**src/rtl/uart_kbd_in.sv**
```systemverilog
// uart_kbd_in: serial keyboard front end for an MC6820 PIA port A.
// Receives 8N1 bytes on i_rx, maps them to the monitor's upper-case 7-bit
// ASCII set, and holds one key on o_pa_out with a strobe on o_ca1.
// Ports:
//   i_clk        system clock, rising edge
//   i_reset      synchronous active-high reset
//   i_rx         asynchronous serial input, idle high
//   i_ack        key consumed (level, sampled every clock)
//   o_pa_out     to PIA PAI: [7] key pending, [6:0] ASCII
//   o_ca1        to PIA CA1: high STROBE_CYCLES clocks per accepted key
//   o_frame_err  one-clock pulse on a bad stop bit
//   o_overrun    sticky key-dropped flag, cleared by i_ack or reset
module uart_kbd_in #(
  parameter int unsigned CLKS_PER_BIT  = 104,
  parameter int unsigned STROBE_CYCLES = 8
) (
  input  logic       i_clk,
  input  logic       i_reset,
  input  logic       i_rx,
  input  logic       i_ack,
  output logic [7:0] o_pa_out,
  output logic       o_ca1,
  output logic       o_frame_err,
  output logic       o_overrun
);

  localparam int unsigned BAUD_W = $clog2(CLKS_PER_BIT);
  localparam int unsigned STB_W  = $clog2(STROBE_CYCLES + 1);
  localparam logic [BAUD_W-1:0] HALF_LAST  = BAUD_W'(CLKS_PER_BIT / 2 - 1);
  localparam logic [BAUD_W-1:0] BIT_LAST   = BAUD_W'(CLKS_PER_BIT - 1);
  localparam logic [STB_W-1:0]  STB_RELOAD = STB_W'(STROBE_CYCLES - 1);

  typedef enum logic [2:0] {
    S_IDLE,
    S_START,
    S_DATA,
    S_STOP,
    S_WAIT_HIGH
  } state_t;

  logic              r_rx_meta;
  logic              r_rx_s;
  state_t            r_state;
  logic [BAUD_W-1:0] r_baud_cnt;
  logic [2:0]        r_bit_cnt;
  logic [7:0]        r_shift;
  logic [7:0]        r_pa_out;
  logic              r_ca1;
  logic [STB_W-1:0]  r_stb_cnt;
  logic              r_frame_err;
  logic              r_overrun;

  state_t            w_state_nxt;
  logic [BAUD_W-1:0] w_baud_nxt;
  logic [2:0]        w_bit_nxt;
  logic [7:0]        w_shift_nxt;
  logic              w_byte_done;
  logic              w_frame_err;
  logic              w_load;
  logic [6:0]        w_ascii;

  // Keyboard byte to monitor ASCII (lower case folded, LF->CR, DEL->'_').
  function automatic logic [6:0] f_translate(input logic [7:0] b);
    if (b >= 8'h61 && b <= 8'h7A) return 7'(b - 8'h20);
    else if (b == 8'h0A)          return 7'h0D;
    else if (b == 8'h7F)          return 7'h5F;
    else                          return 7'(b);
  endfunction

  // Two-flop synchronizer; resets to the idle level so reset cannot fake a start.
  always_ff @(posedge i_clk) begin
    if (i_reset) begin
      r_rx_meta <= 1'b1;
      r_rx_s    <= 1'b1;
    end else begin
      r_rx_meta <= i_rx;
      r_rx_s    <= r_rx_meta;
    end
  end

  // Receiver state and counters.
  always_ff @(posedge i_clk) begin
    if (i_reset) begin
      r_state    <= S_IDLE;
      r_baud_cnt <= '0;
      r_bit_cnt  <= '0;
      r_shift    <= '0;
    end else begin
      r_state    <= w_state_nxt;
      r_baud_cnt <= w_baud_nxt;
      r_bit_cnt  <= w_bit_nxt;
      r_shift    <= w_shift_nxt;
    end
  end

  // Receiver next state; all sampling is relative to the mid-start point.
  always_comb begin
    w_state_nxt = r_state;
    w_baud_nxt  = r_baud_cnt;
    w_bit_nxt   = r_bit_cnt;
    w_shift_nxt = r_shift;
    w_byte_done = 1'b0;
    w_frame_err = 1'b0;
    case (r_state)
      S_IDLE: begin
        if (!r_rx_s) begin
          w_state_nxt = S_START;
          w_baud_nxt  = '0;
          w_bit_nxt   = '0;
        end
      end
      S_START: begin
        if (r_baud_cnt == HALF_LAST) begin
          w_baud_nxt  = '0;
          w_state_nxt = r_rx_s ? S_IDLE : S_DATA;
        end else begin
          w_baud_nxt = r_baud_cnt + BAUD_W'(1);
        end
      end
      S_DATA: begin
        if (r_baud_cnt == BIT_LAST) begin
          w_baud_nxt  = '0;
          w_shift_nxt = {r_rx_s, r_shift[7:1]};
          if (r_bit_cnt == 3'd7) w_state_nxt = S_STOP;
          else                   w_bit_nxt   = r_bit_cnt + 3'(1);
        end else begin
          w_baud_nxt = r_baud_cnt + BAUD_W'(1);
        end
      end
      S_STOP: begin
        if (r_baud_cnt == BIT_LAST) begin
          w_baud_nxt = '0;
          if (r_rx_s) begin
            w_byte_done = 1'b1;
            w_state_nxt = S_IDLE;
          end else begin
            w_frame_err = 1'b1;
            w_state_nxt = S_WAIT_HIGH;
          end
        end else begin
          w_baud_nxt = r_baud_cnt + BAUD_W'(1);
        end
      end
      // Wait out a break so it reports a single framing error.
      S_WAIT_HIGH: begin
        if (r_rx_s) w_state_nxt = S_IDLE;
      end
      default: w_state_nxt = S_IDLE;
    endcase
  end

  // Bytes with bit 7 set are dropped silently.
  assign w_ascii = f_translate(r_shift);
  assign w_load  = w_byte_done && !r_shift[7];

  // Key holding register, strobe and error flags.
  always_ff @(posedge i_clk) begin
    if (i_reset) begin
      r_pa_out    <= '0;
      r_ca1       <= 1'b0;
      r_stb_cnt   <= '0;
      r_frame_err <= 1'b0;
      r_overrun   <= 1'b0;
    end else begin
      r_frame_err <= w_frame_err;
      if (w_load && (!r_pa_out[7] || i_ack)) begin
        r_pa_out  <= {1'b1, w_ascii};
        r_ca1     <= 1'b1;
        r_stb_cnt <= STB_RELOAD;
        if (i_ack) r_overrun <= 1'b0;
      end else begin
        if (w_load) begin
          r_overrun <= 1'b1;
        end else if (i_ack) begin
          r_pa_out[7] <= 1'b0;
          r_overrun   <= 1'b0;
        end
        if (r_stb_cnt != '0) r_stb_cnt <= r_stb_cnt - STB_W'(1);
        else                 r_ca1     <= 1'b0;
      end
    end
  end

  assign o_pa_out    = r_pa_out;
  assign o_ca1       = r_ca1;
  assign o_frame_err = r_frame_err;
  assign o_overrun   = r_overrun;

endmodule

```
**config.mk**
```make
export PLATFORM = sky130hd
export DESIGN_NAME = uart_kbd_in
export DESIGN_NICKNAME = d
export VERILOG_FILES = /design/src/rtl/uart_kbd_in.sv
export SDC_FILE = /design/constraint.sdc
export NUM_CORES = 1
export LEC_CHECK = 0
export BUFFER_PORTS_ARGS = -buffer_cell sky130_fd_sc_hd__buf_2
export CAP_MARGIN = 20
export CORE_MARGIN = 8
export CORE_UTILIZATION = 46
export DETAILED_ROUTE_END_ITERATION = 7
export SLEW_MARGIN = 20
export SYNTH_ARGS = -nofsm -noshare
export SYNTH_HDL_FRONTEND = slang
export SYNTH_SLANG_ARGS = --single-unit
```
**constraint.sdc**
```tcl
create_clock -name i_clk -period 4.8 [get_ports i_clk]
set_input_delay 0.72 -clock i_clk [delete_from_list [all_inputs] [get_ports i_clk]]
set_output_delay 0.72 -clock i_clk [all_outputs]
set_load 0.02 [all_outputs]
```
# --- Yosys cells after proc, flatten, opt, wreduce, memory -nomap -nowiden ---
# Index checks and enable logic that the tools add are counted.
totals:
  register_bits: 38
  input_bits: 4
  out_inout_bits: 11
  wordCells: 93
classes:
  addsub: 4
  order_cmp: 2
  n_eq_ne: 18
  mux: 34
  bitwise: 2
  reduce_logical: 20
op_table:
  columns: ["op", "n"]
  rows:
  - ["2-to-1 mux 7 bit", 6]
  - ["2-to-1 mux 3 bit", 12]
  - ["one-hot mux 7 bit (3 select lines)", 1]
  - ["inequality test 2 bit, second input constant", 8]
  - ["one-hot mux 3 bit (5 select lines)", 1]
  - ["2-to-1 mux 1 bit", 12]
  - ["equality test 8 x 4 -> 1 bit, second input constant", 1]
  - ["equality test 8 x 7 -> 1 bit, second input constant", 1]
  - ["greater-or-equal comparator 8 x 7 -> 1 bit, second input constant", 1]
  - ["<= comparator 8 x 7 -> 1 bit, second input constant", 1]
  - ["adder 7 x 1 -> 7 bit, second input constant", 1]
  - ["equality test 7 x 6 -> 1 bit, second input constant", 1]
  - ["equality test 7 bit, second input constant", 1]
  - ["subtractor 7 x 6 -> 7 bit, second input constant", 1]
  - ["equality test 3 x 2 -> 1 bit, second input constant", 2]
  - ["equality test 3 bit, second input constant", 2]
  - ["one-hot mux 3 bit (2 select lines)", 1]
  - ["AND reduction 2 bit", 3]
  - ["AND reduction 6 bit", 1]
  - ["nonzero test 2 bit", 3]
  - ["AND reduction 4 bit", 1]
  - ["nonzero test 4 bit", 1]
  - ["OR reduction 2 bit", 2]
  - ["subtractor 4 x 1 -> 4 bit, second input constant", 1]
  - ["11 further kinds", 15]

# --- Depth between registers and ports, before layout ---
# Gate-level depths: netlist of run 1.
logic_depth:
  ltp_word: 7
  ltp_mapped: 7
  ltp_nobuf: 6

# --- Worst setup path before layout of run 1 ---
# No wires, ideal clock.
synth_path:
  path_type: "reg-to-reg"
  startpoint: "register r_baud_cnt[0]"
  endpoint: "register r_pa_out[0], in the netlist o_pa_out[0]"
  setup_ns: 0.132
  arrival_ns: 1.648
  required_ns: 4.668
  slack_ns: 3.021
  stages_incl_launch_ff: 7
  path_buffers: 1
  synth_period_minus_slack_ns: 1.779
  path_cell_list: "dfxtp_1 > ha_1 > nand2_1 > or4_1 > buf_2 > nor4_1 > nor3_1"
synth_via:
  elab_chain_len: 5
synth_lines:
  columns: ["element", "line_no", "rtl"]
  rows:
  - ["from (decl)", "44", "logic [BAUD_W-1:0] r_baud_cnt;"]
  - ["from (signal assigned)", "90", "r_baud_cnt <= w_baud_nxt;"]
  - ["equality test 7 bit", "131", "if (r_baud_cnt == BIT_LAST) begin"]
  - ["2-to-1 mux 1 bit", "131", null]
  - ["2-to-1 mux 1 bit", "104", "case (r_state)"]
  - ["logical AND 1 bit", "154", "assign w_load = w_byte_done && !r_shift[7];"]
  - ["logical AND 1 bit", "166", "if (w_load && (!r_pa_out[7] || i_ack)) begin"]
  - ["to (signal assigned)", "167", "r_pa_out <= {1'b1, w_ascii};"]
  - ["to (decl)", "47", "logic [7:0] r_pa_out;"]
# No other way between the ends.
# A chain may end at the register's enable or synchronous reset.

# --- Worst setup path after layout of run 1 ---
layout_path:
  startpoint: "register r_baud_cnt[0]"
  endpoint: "register r_bit_cnt[0]"
layout_via:
  elab_chain_len: 3
layout_lines:
  columns: ["element", "line_no", "rtl"]
  rows:
  - ["equality test 7 bit", "121", "if (r_baud_cnt == BIT_LAST) begin"]
  - ["inequality test 2 bit (no line)", null, null]
  - ["AND reduction 4 bit (no line)", null, null]
  - ["to (signal assigned)", "91", "r_bit_cnt <= w_bit_nxt;"]
  - ["to (decl)", "45", "logic [2:0] r_bit_cnt;"]
# No other way between the ends.

==> results of run 1 <==
[per-layer routing]
metal / vias up / track usage
met4: 0 / 0.0537
met1: 712 / 0.146
li1: 773 / -
met5: - / 0
met2: 26 / 0.200
met3: 7 / 0.0440
[metrics by stage]
stage | cell area, um2 | power [W]
2_1_floorplan | 1830 | 0.000429
3_3_place_gp | 1900 | 0.000436
3_5_place_dp | 1900 | 0.000442
4_1_cts | 2040 | 0.000779
5_1_grt | 2040 | 0.000807
6_report | 2040 | 0.000768
[sequential cells by signal, summed over array words and instances, names as in the netlist]
register,flops
o_ca1,1
o_frame_err,1
o_overrun,1
o_pa_out,8
r_baud_cnt,7
r_bit_cnt,3
r_rx_meta,1
r_rx_s,1
r_shift,8
r_state,3
r_stb_cnt,4
[logic make-up (layout without fill, tap and decap cells)]
logic type,Yosys count,after routing,share of synthesized area
simple gates,77,77,0.234
compound gates,55,55,0.198
flops,38,38,0.415
buf+inv,20,29,0.0491
mux,10,10,0.0553
fa+ha+maj,5,5,0.0341
xor+xnor,3,3,0.0143
[worst min-delay path by stage]
stage               slack, ns  endpoint  cells after the start  startpoint
finish                   0.41    r_rx_s                      1   r_rx_meta
global route             0.42    r_rx_s                      1   r_rx_meta
CTS                      0.42    r_rx_s                      1   r_rx_meta
detailed placement       0.40    r_rx_s                      1   r_rx_meta
global placement         0.40    r_rx_s                      1   r_rx_meta
floorplan                0.39    r_rx_s                      1   r_rx_meta
[cell type report]
class                      count  area share
multi-input combinational    150       0.480
timing repair buffer          14      0.0343
sequential                    38       0.372
inverter                       7      0.0129
clock buffer                   6      0.0404
clock inverter                 2      0.0294
tap                           50      0.0306
[cells in the mapped netlist, types with 2 or more instances]
cell and instances:
sky130_fd_sc_hd__o41ai_1 2, sky130_fd_sc_hd__o221ai_1 2, sky130_fd_sc_hd__or4_1 4, sky130_fd_sc_hd__nand2b_1 3, sky130_fd_sc_hd__dfxtp_1 38, sky130_fd_sc_hd__nor3_1 9
sky130_fd_sc_hd__a22o_1 2, sky130_fd_sc_hd__and2_1 2, sky130_fd_sc_hd__mux2i_1 9, sky130_fd_sc_hd__clkbuf_1 5, sky130_fd_sc_hd__inv_1 7, sky130_fd_sc_hd__o211ai_1 7
sky130_fd_sc_hd__a31oi_1 6, sky130_fd_sc_hd__a21oi_1 18, sky130_fd_sc_hd__a211oi_1 3, sky130_fd_sc_hd__nor4_1 4, sky130_fd_sc_hd__or2_2 3, sky130_fd_sc_hd__xnor2_1 2
sky130_fd_sc_hd__nand2_1 19, sky130_fd_sc_hd__nand3_1 7, sky130_fd_sc_hd__buf_2 6, sky130_fd_sc_hd__ha_1 5, sky130_fd_sc_hd__o21ai_0 8, sky130_fd_sc_hd__nor2_1 17
[critical path, stage by stage (launching register included)]
cell,delay [ns]
sky130_fd_sc_hd__dfxtp_1,0.37
sky130_fd_sc_hd__ha_1,0.25
sky130_fd_sc_hd__nand2_1,0.16
sky130_fd_sc_hd__or4_1,0.81
sky130_fd_sc_hd__nor3_4,0.26
sky130_fd_sc_hd__mux2_1,0.15
[report_power, final]
group          switching, W  internal [W]  leakage (nW)
sequential        0.0000119      0.000331         0.308
clock              0.000111      0.000222        0.0714
combinational     0.0000506     0.0000417         0.402
==> run metrics, run 1 <==
worst-case setup slack after placement 2.75 ns; required time at the endpoint of the critical path 5.03 ns; actual slew at the worst max-slew pin 0.897 ns; Detail Placement HPWL 2.64 mm; share of async-settable or async-resettable flops after synthesis 0; total global routing overflow 0; upper clock frequency limit 485 MHz; diodes inserted 0; hold-fix buffers at CTS 0; instance count after placement with tap cells included 259; FF-to-FF End r_bit_cnt[0]; element type at the critical path end register; Tightest Hold Check Type register to register; total die area 6260 um2; highest-count cells in the layout ignoring fill and taps sky130_fd_sc_hd__dfxtp_1 (38), sky130_fd_sc_hd__nand2_1 (19), sky130_fd_sc_hd__a21oi_1 (18); CTS tree yes; NumNets Final 225; number of slew-limit violations in the final report 0; I/O pin total 15; placement row count 23; endpoints failing hold 0; share of the cycle needed by the critical path after routing 0.430; final-report setup violation count 0; number of buffers created by CTS 5; sequential standard cell area 761 um2; Synth Cell Area 1830 um2; Worst Reg-to-Reg Cells 5; count of non-filler cells in the finished layout 267; final setup TNS 0 ns; largest net degree at the start of global routing 38; arrival time at the worst endpoint 2.30 ns; maximum clock skew at final layout 0.00453 ns; number of nets in the synthesized netlist 217; number of vias in the routed layout 1518; last element of the critical path r_bit_cnt[0]; overall routing resource usage 0.124; clock slew at the register clock pins of the worst setup and hold paths 0.07 ns; area taken by multi-input logic gates 982 um2; register-to-register setup slack 2.74 ns; Remaining DRCs 0; worst hold slack 0.415 ns; most frequent standard cell in the layout excluding fill and tap cells sky130_fd_sc_hd__dfxtp_1; cell count after synthesis 208; Pleak 0.781 nW; Yosys cell types 44; count of flip-flops with a built-in enable after synthesis 0; ratio of total power to cell area 376 nW/um2; RSZ-0062 raised after global routing false; CP Max Fanout 9; root buffer selected by CTS sky130_fd_sc_hd__clkbuf_8; kind of start point of the critical path register; Worst Path Class, Setup register to register; outcome finished clean; area added between synthesis and finish 11.5%; max-capacitance violation count 0; final worst setup slack 2.74 ns; share of post-route cells with drive strength above 1 0.147; TritonRoute pass-1 iters 4; Top Metal Used met4; Worst-Skew Late Latency 0.29 ns; Setup crit start r_baud_cnt[0]; wire length reported by the detailed router 3.77 mm; reg2reg start r_baud_cnt[0]; via density per instance 5.69; Max Root-Sink Buffers 2; detailed route wirelength on metal2 1.76 mm; final worst path period need 2.06 ns; GPL Wtd Cong 0.849; DIE HEIGHT 79.1 um; met3 wirelength from detailed routing 194 um; number of antenna-violating nets in the routed design 0; count of port buffers added during placement 14; final core utilization 0.522; buffers inserted during post-CTS setup optimization 0; Fillers 382; placeable core area 3910 um2; maximum vdd drop 0.200 mV; top cell type by total area after synthesis sky130_fd_sc_hd__dfxtp_1; via count of the first global-routing pass 1376; mean routed wirelength per cell 14.1 um; commonest register cell after synthesis sky130_fd_sc_hd__dfxtp_1; wire length of the first global-routing pass 6.32 mm; proportion of synthesized chip area in sequential cells 0.415; total routed wire length on the met1 layer 1.76 mm; initial core utilization 0.468; Worst slew margin 0.402; area share of the leading cell type in the synthesized netlist 0.415; cells taking the most area after synthesis sky130_fd_sc_hd__dfxtp_1 (42%), sky130_fd_sc_hd__a21oi_1 (4.9%), sky130_fd_sc_hd__mux2i_1 (4.9%); synthesis warning total 0; starting DRC count in detailed routing 83; number of antenna violations at the first check in global routing 0; post-synthesis register bit count 38; total clock sinks 38; mean instance size in the synthesized netlist 8.81 um2; Horiz. Die Dim 79.1 um; count of cells resized by post-cts repair 0; number of H-tree levels 2
Note: power is estimated with default switching activity, not from simulation.
==> run 2: changes to the inputs <==
==> constraint.sdc (replaced) <==
create_clock -name i_clk -period 2 [get_ports i_clk]
set_input_delay 0.3 -clock i_clk [delete_from_list [all_inputs] [get_ports i_clk]]
set_output_delay 0.3 -clock i_clk [all_outputs]
set_load 0.02 [all_outputs]
==> run metrics, run 2 (synthesized netlist as in run 1, its figures left out) <==
diodes inserted 0; buffers inserted during post-CTS setup optimization 0; wire length reported by the detailed router 3.93 mm; GPL Wtd Cong 0.762; count of port buffers added during placement 14; number of buffers created by CTS 5; number of antenna-violating nets in the routed design 0; highest-count cells in the layout ignoring fill and taps sky130_fd_sc_hd__dfxtp_1 (38), sky130_fd_sc_hd__nand2_1 (19), sky130_fd_sc_hd__a21oi_1 (18); root buffer selected by CTS sky130_fd_sc_hd__clkbuf_8; NumNets Final 234; max-capacitance violation count 0; total global routing overflow 0; placeable core area 3910 um2; register-to-register setup slack 0.18 ns; Worst Path Class, Setup register to register; I/O pin total 15; via count of the first global-routing pass 1418; Tightest Hold Check Type primary input to register; largest net degree at the start of global routing 38; Worst-Skew Late Latency 0.29 ns; initial core utilization 0.468; upper clock frequency limit 548 MHz; Max Root-Sink Buffers 2; share of post-route cells with drive strength above 1 0.181; Setup crit start r_shift[2]; number of vias in the routed layout 1548; overall routing resource usage 0.125; FF-to-FF End o_pa_out[1]; last element of the critical path o_pa_out[1]; element type at the critical path end register; endpoints failing hold 0; area added between synthesis and finish 13.8%; met3 wirelength from detailed routing 207 um; reg2reg start r_shift[2]; Worst Reg-to-Reg Cells 4; DIE HEIGHT 79.1 um; TritonRoute pass-1 iters 4; final-report setup violation count 0; Remaining DRCs 0; starting DRC count in detailed routing 76; arrival time at the worst endpoint 1.97 ns; Pleak 0.811 nW; wire length of the first global-routing pass 6.38 mm; hold-fix buffers at CTS 0; clock slew at the register clock pins of the worst setup and hold paths 0.07 ns; count of cells resized by post-cts repair 0; final worst path period need 1.82 ns; total clock sinks 38; actual slew at the worst max-slew pin 0.706 ns; share of the cycle needed by the critical path after routing 0.912; mean routed wirelength per cell 14.2 um; maximum vdd drop 0.292 mV; total routed wire length on the met1 layer 1.81 mm; worst hold slack 0.194 ns; CTS tree yes; number of antenna violations at the first check in global routing 0; total die area 6260 um2; number of slew-limit violations in the final report 0; required time at the endpoint of the critical path 2.14 ns; ratio of total power to cell area 807 nW/um2; maximum clock skew at final layout 0.00540 ns; number of H-tree levels 2; Detail Placement HPWL 2.76 mm; CP Max Fanout 7; via density per instance 5.61; kind of start point of the critical path register; Horiz. Die Dim 79.1 um; placement row count 23; Top Metal Used met4; final setup TNS 0 ns; detailed route wirelength on metal2 1.86 mm; outcome finished clean; Worst slew margin 0.529; most frequent standard cell in the layout excluding fill and tap cells sky130_fd_sc_hd__dfxtp_1; RSZ-0062 raised after global routing false
[run 2: cell count changes in the layout (fill, tap and decap cells not counted)]
cell | previous run | this run
sky130_fd_sc_hd__buf_4 | 0 | 9
sky130_fd_sc_hd__nor4_1 | 4 | 3
sky130_fd_sc_hd__clkbuf_1 | 0 | 2
sky130_fd_sc_hd__nor4_2 | 1 | 2
sky130_fd_sc_hd__bufinv_16 | 2 | 1
sky130_fd_sc_hd__or4_4 | 0 | 1
sky130_fd_sc_hd__clkbuf_8 | 6 | 5
sky130_fd_sc_hd__or4_1 | 4 | 3
[run 2: how the worst min path moves through the flow]
stage	from	to	slack [ns]	cells past startpoint
6_report	i_rx	r_rx_meta	0.19	2
5_1_grt	i_rx	r_rx_meta	0.18	2
4_1_cts	i_rx	r_rx_meta	0.19	2
3_5_place_dp	r_rx_meta	r_rx_s	0.40	1
3_3_place_gp	r_rx_meta	r_rx_s	0.39	1
2_1_floorplan	i_ack	o_overrun	0.38	1
[run 2: final cells by class]
| type | instances | area [um2] |
|---|---|---|
| Fill cell | 381 | 1830 |
| Multi-Input combinational cell | 150 | 992 |
| Sequential cell | 38 | 761 |
| Timing Repair Buffer | 23 | 138 |
| Clock buffer | 7 | 76.3 |
| Tap cell | 50 | 62.6 |
| Clock inverter | 1 | 30.0 |
| Inverter | 7 | 26.3 |
[run 2: critical path, cell delays in order (launching register included)]
cell	delay, ns
sky130_fd_sc_hd__dfxtp_1	0.39
sky130_fd_sc_hd__or4_1	0.53
sky130_fd_sc_hd__nor4_1	0.47
sky130_fd_sc_hd__nand4b_1	0.21
sky130_fd_sc_hd__a21oi_1	0.08
[run 2: report_power, final]
group	internal [W]	switching, W	total [W]
Combinational	0.000105	0.000127	0.000232
Clock	0.000373	0.000259	0.000632
Sequential	0.000794	0.0000247	0.000819
[run 2: per-layer routing]
metal  up-vias  track usage
met2        25        0.206
met4         0       0.0444
met1       722        0.147
met5         -            0
met3         6       0.0429
li1        795            -
[run 2: through the flow]
| stage | setup WS [ns] | instance area, um2 | total power (W) | util | instances |
|---|---|---|---|---|---|
| after floorplan | 0.221 | 1830 | 0.00103 | - | 208 |
| after global placement | 0.167 | 1970 | 0.00105 | 0.503 | 268 |
| after detailed placement | 0.118 | 1970 | 0.00107 | 0.503 | 268 |
| after CTS | 0.107 | 2080 | 0.00170 | 0.530 | 276 |
| after global routing | 0.0659 | 2090 | 0.00177 | 0.533 | 276 |
| final | 0.175 | 2090 | 0.00168 | 0.533 | 276 |
==> run 3: changes to the inputs <==
--- a/config.mk
+++ b/config.mk
@@ -10,6 +10,7 @@
 export CORE_MARGIN = 8
 export CORE_UTILIZATION = 46
 export DETAILED_ROUTE_END_ITERATION = 7
+export REMOVE_ABC_BUFFERS = 1
 export SLEW_MARGIN = 20
 export SYNTH_ARGS = -nofsm -noshare
 export SYNTH_HDL_FRONTEND = slang
==> run metrics, run 3 (synthesized netlist as in run 1, its figures left out) <==
max-capacitance violation count 0; overall routing resource usage 0.134; Fillers 390; Max Root-Sink Buffers 2; Worst Path Class, Setup register to register; kind of start point of the critical path register; upper clock frequency limit 557 MHz; initial core utilization 0.468; I/O pin total 15; final worst path period need 1.79 ns; number of antenna-violating nets in the routed design 0; area added between synthesis and finish 13.8%; mean routed wirelength per cell 14.3 um; share of post-route cells with drive strength above 1 0.193; wire length of the first global-routing pass 6.72 mm; starting DRC count in detailed routing 74; via density per instance 5.61; root buffer selected by CTS sky130_fd_sc_hd__clkbuf_8; ratio of total power to cell area 763 nW/um2; final setup TNS 0 ns; NumNets Final 236; Horiz. Die Dim 79.1 um; maximum clock skew at final layout 0.00489 ns; total clock sinks 38; post-layout power 0.00159 W; Remaining DRCs 0; count of port buffers added during placement 14; largest net degree at the start of global routing 21; Detail Placement HPWL 2.93 mm; clock slew at the register clock pins of the worst setup and hold paths 0.07 ns; Pleak 0.818 nW; count of non-filler cells in the finished layout 278; GPL Wtd Cong 0.846; number of slew-limit violations in the final report 0; element type at the critical path end register; placeable core area 3910 um2; Worst-Skew Late Latency 0.29 ns; number of buffers created by CTS 5; RSZ-0062 raised after global routing false; arrival time at the worst endpoint 2.02 ns; total global routing overflow 0; final-report setup violation count 0; via count of the first global-routing pass 1539; wire length reported by the detailed router 3.97 mm; share of the cycle needed by the critical path after routing 0.897; number of vias in the routed layout 1559; instance count after placement with tap cells included 270; most frequent standard cell in the layout excluding fill and tap cells sky130_fd_sc_hd__dfxtp_1; Tightest Hold Check Type primary input to register; CTS tree yes; endpoints failing hold 0; TritonRoute pass-1 iters 4; placement row count 23; actual slew at the worst max-slew pin 0.534 ns; diodes inserted 0; DIE HEIGHT 79.1 um; required time at the endpoint of the critical path 2.23 ns; number of antenna violations at the first check in global routing 0; number of H-tree levels 2; Worst slew margin 0.641; total die area 6260 um2; outcome finished clean; CP Max Fanout 9; maximum vdd drop 0.368 mV; highest-count cells in the layout ignoring fill and taps sky130_fd_sc_hd__dfxtp_1 (38), sky130_fd_sc_hd__nand2_1 (19), sky130_fd_sc_hd__a21oi_1 (18)
[run 3: cell count changes in the layout (fill, tap and decap cells not counted)]
cell	before	now
sky130_fd_sc_hd__clkinv_2	0	1
sky130_fd_sc_hd__clkbuf_8	5	6
sky130_fd_sc_hd__bufinv_16	1	0
sky130_fd_sc_hd__clkbuf_1	2	1
sky130_fd_sc_hd__buf_4	9	11
[run 3: critical path: stages (launching register included)]
cell and delay (ns):
sky130_fd_sc_hd__dfxtp_1 0.37, sky130_fd_sc_hd__ha_1 0.18, sky130_fd_sc_hd__nand2_1 0.13, sky130_fd_sc_hd__or4_1 0.53, sky130_fd_sc_hd__buf_4 0.21, sky130_fd_sc_hd__nor3_4 0.14
sky130_fd_sc_hd__mux2_1 0.17
[run 3: report_power, final]
| group | leakage (nW) | switching [W] | internal, W |
|---|---|---|---|
| Combinational | 0.462 | 0.000123 | 0.000104 |
| Clock | 0.0482 | 0.000265 | 0.000278 |
| Sequential | 0.308 | 0.0000266 | 0.000794 |
| Total | 0.818 | 0.000415 | 0.00118 |
[run 3: path summary, 6_finish.rpt]
path | slack, ns | depth (start not counted) | from | end
max | 0.21 | 6 | r_baud_cnt[0] | r_bit_cnt[0]
max reg2reg | 0.21 | 6 | r_baud_cnt[0] | r_bit_cnt[0]
min reg2reg | 0.42 | 1 | r_rx_meta | r_rx_s
min | 0.18 | 2 | i_ack | o_overrun
[run 3: metrics by stage]
stage	cell area (um2)	util	hold slack, ns	setup WS [ns]
3_5_place_dp	1980	0.507	0.409	0.0410
2_1_floorplan	1770	-	0.369	0.149
5_1_grt	2090	0.533	0.185	0.0761
4_1_cts	2080	0.530	0.173	0.0368
6_report	2090	0.533	0.184	0.206
3_3_place_gp	1980	0.507	0.411	0.192
[run 3: what timing repair did]
item	4_1_cts	5_1_grt
buffers inserted	0	0
setup endpoints to repair	0	1
hold buffers	0	0
hold endpoints to repair	0	0
gates resized for setup	0	2
[run 3: layout make-up]
class | count | area (um2) | area share
multi-input combinational | 150 | 992 | 0.476
clock inverter | 1 | 5.00 | 0.00240
sequential | 38 | 761 | 0.365
timing repair buffer | 25 | 153 | 0.0732
tap | 50 | 62.6 | 0.0300
inverter | 7 | 26.3 | 0.0126
clock buffer | 7 | 86.3 | 0.0414
[run 3: routing by layer]
layer	up-vias	global-route usage	routed length, um
met5	-	0	0
met4	0	0.0815	40
met3	6	0.0350	168
met2	24	0.227	2000
met1	738	0.148	1750
li1	791	-	-
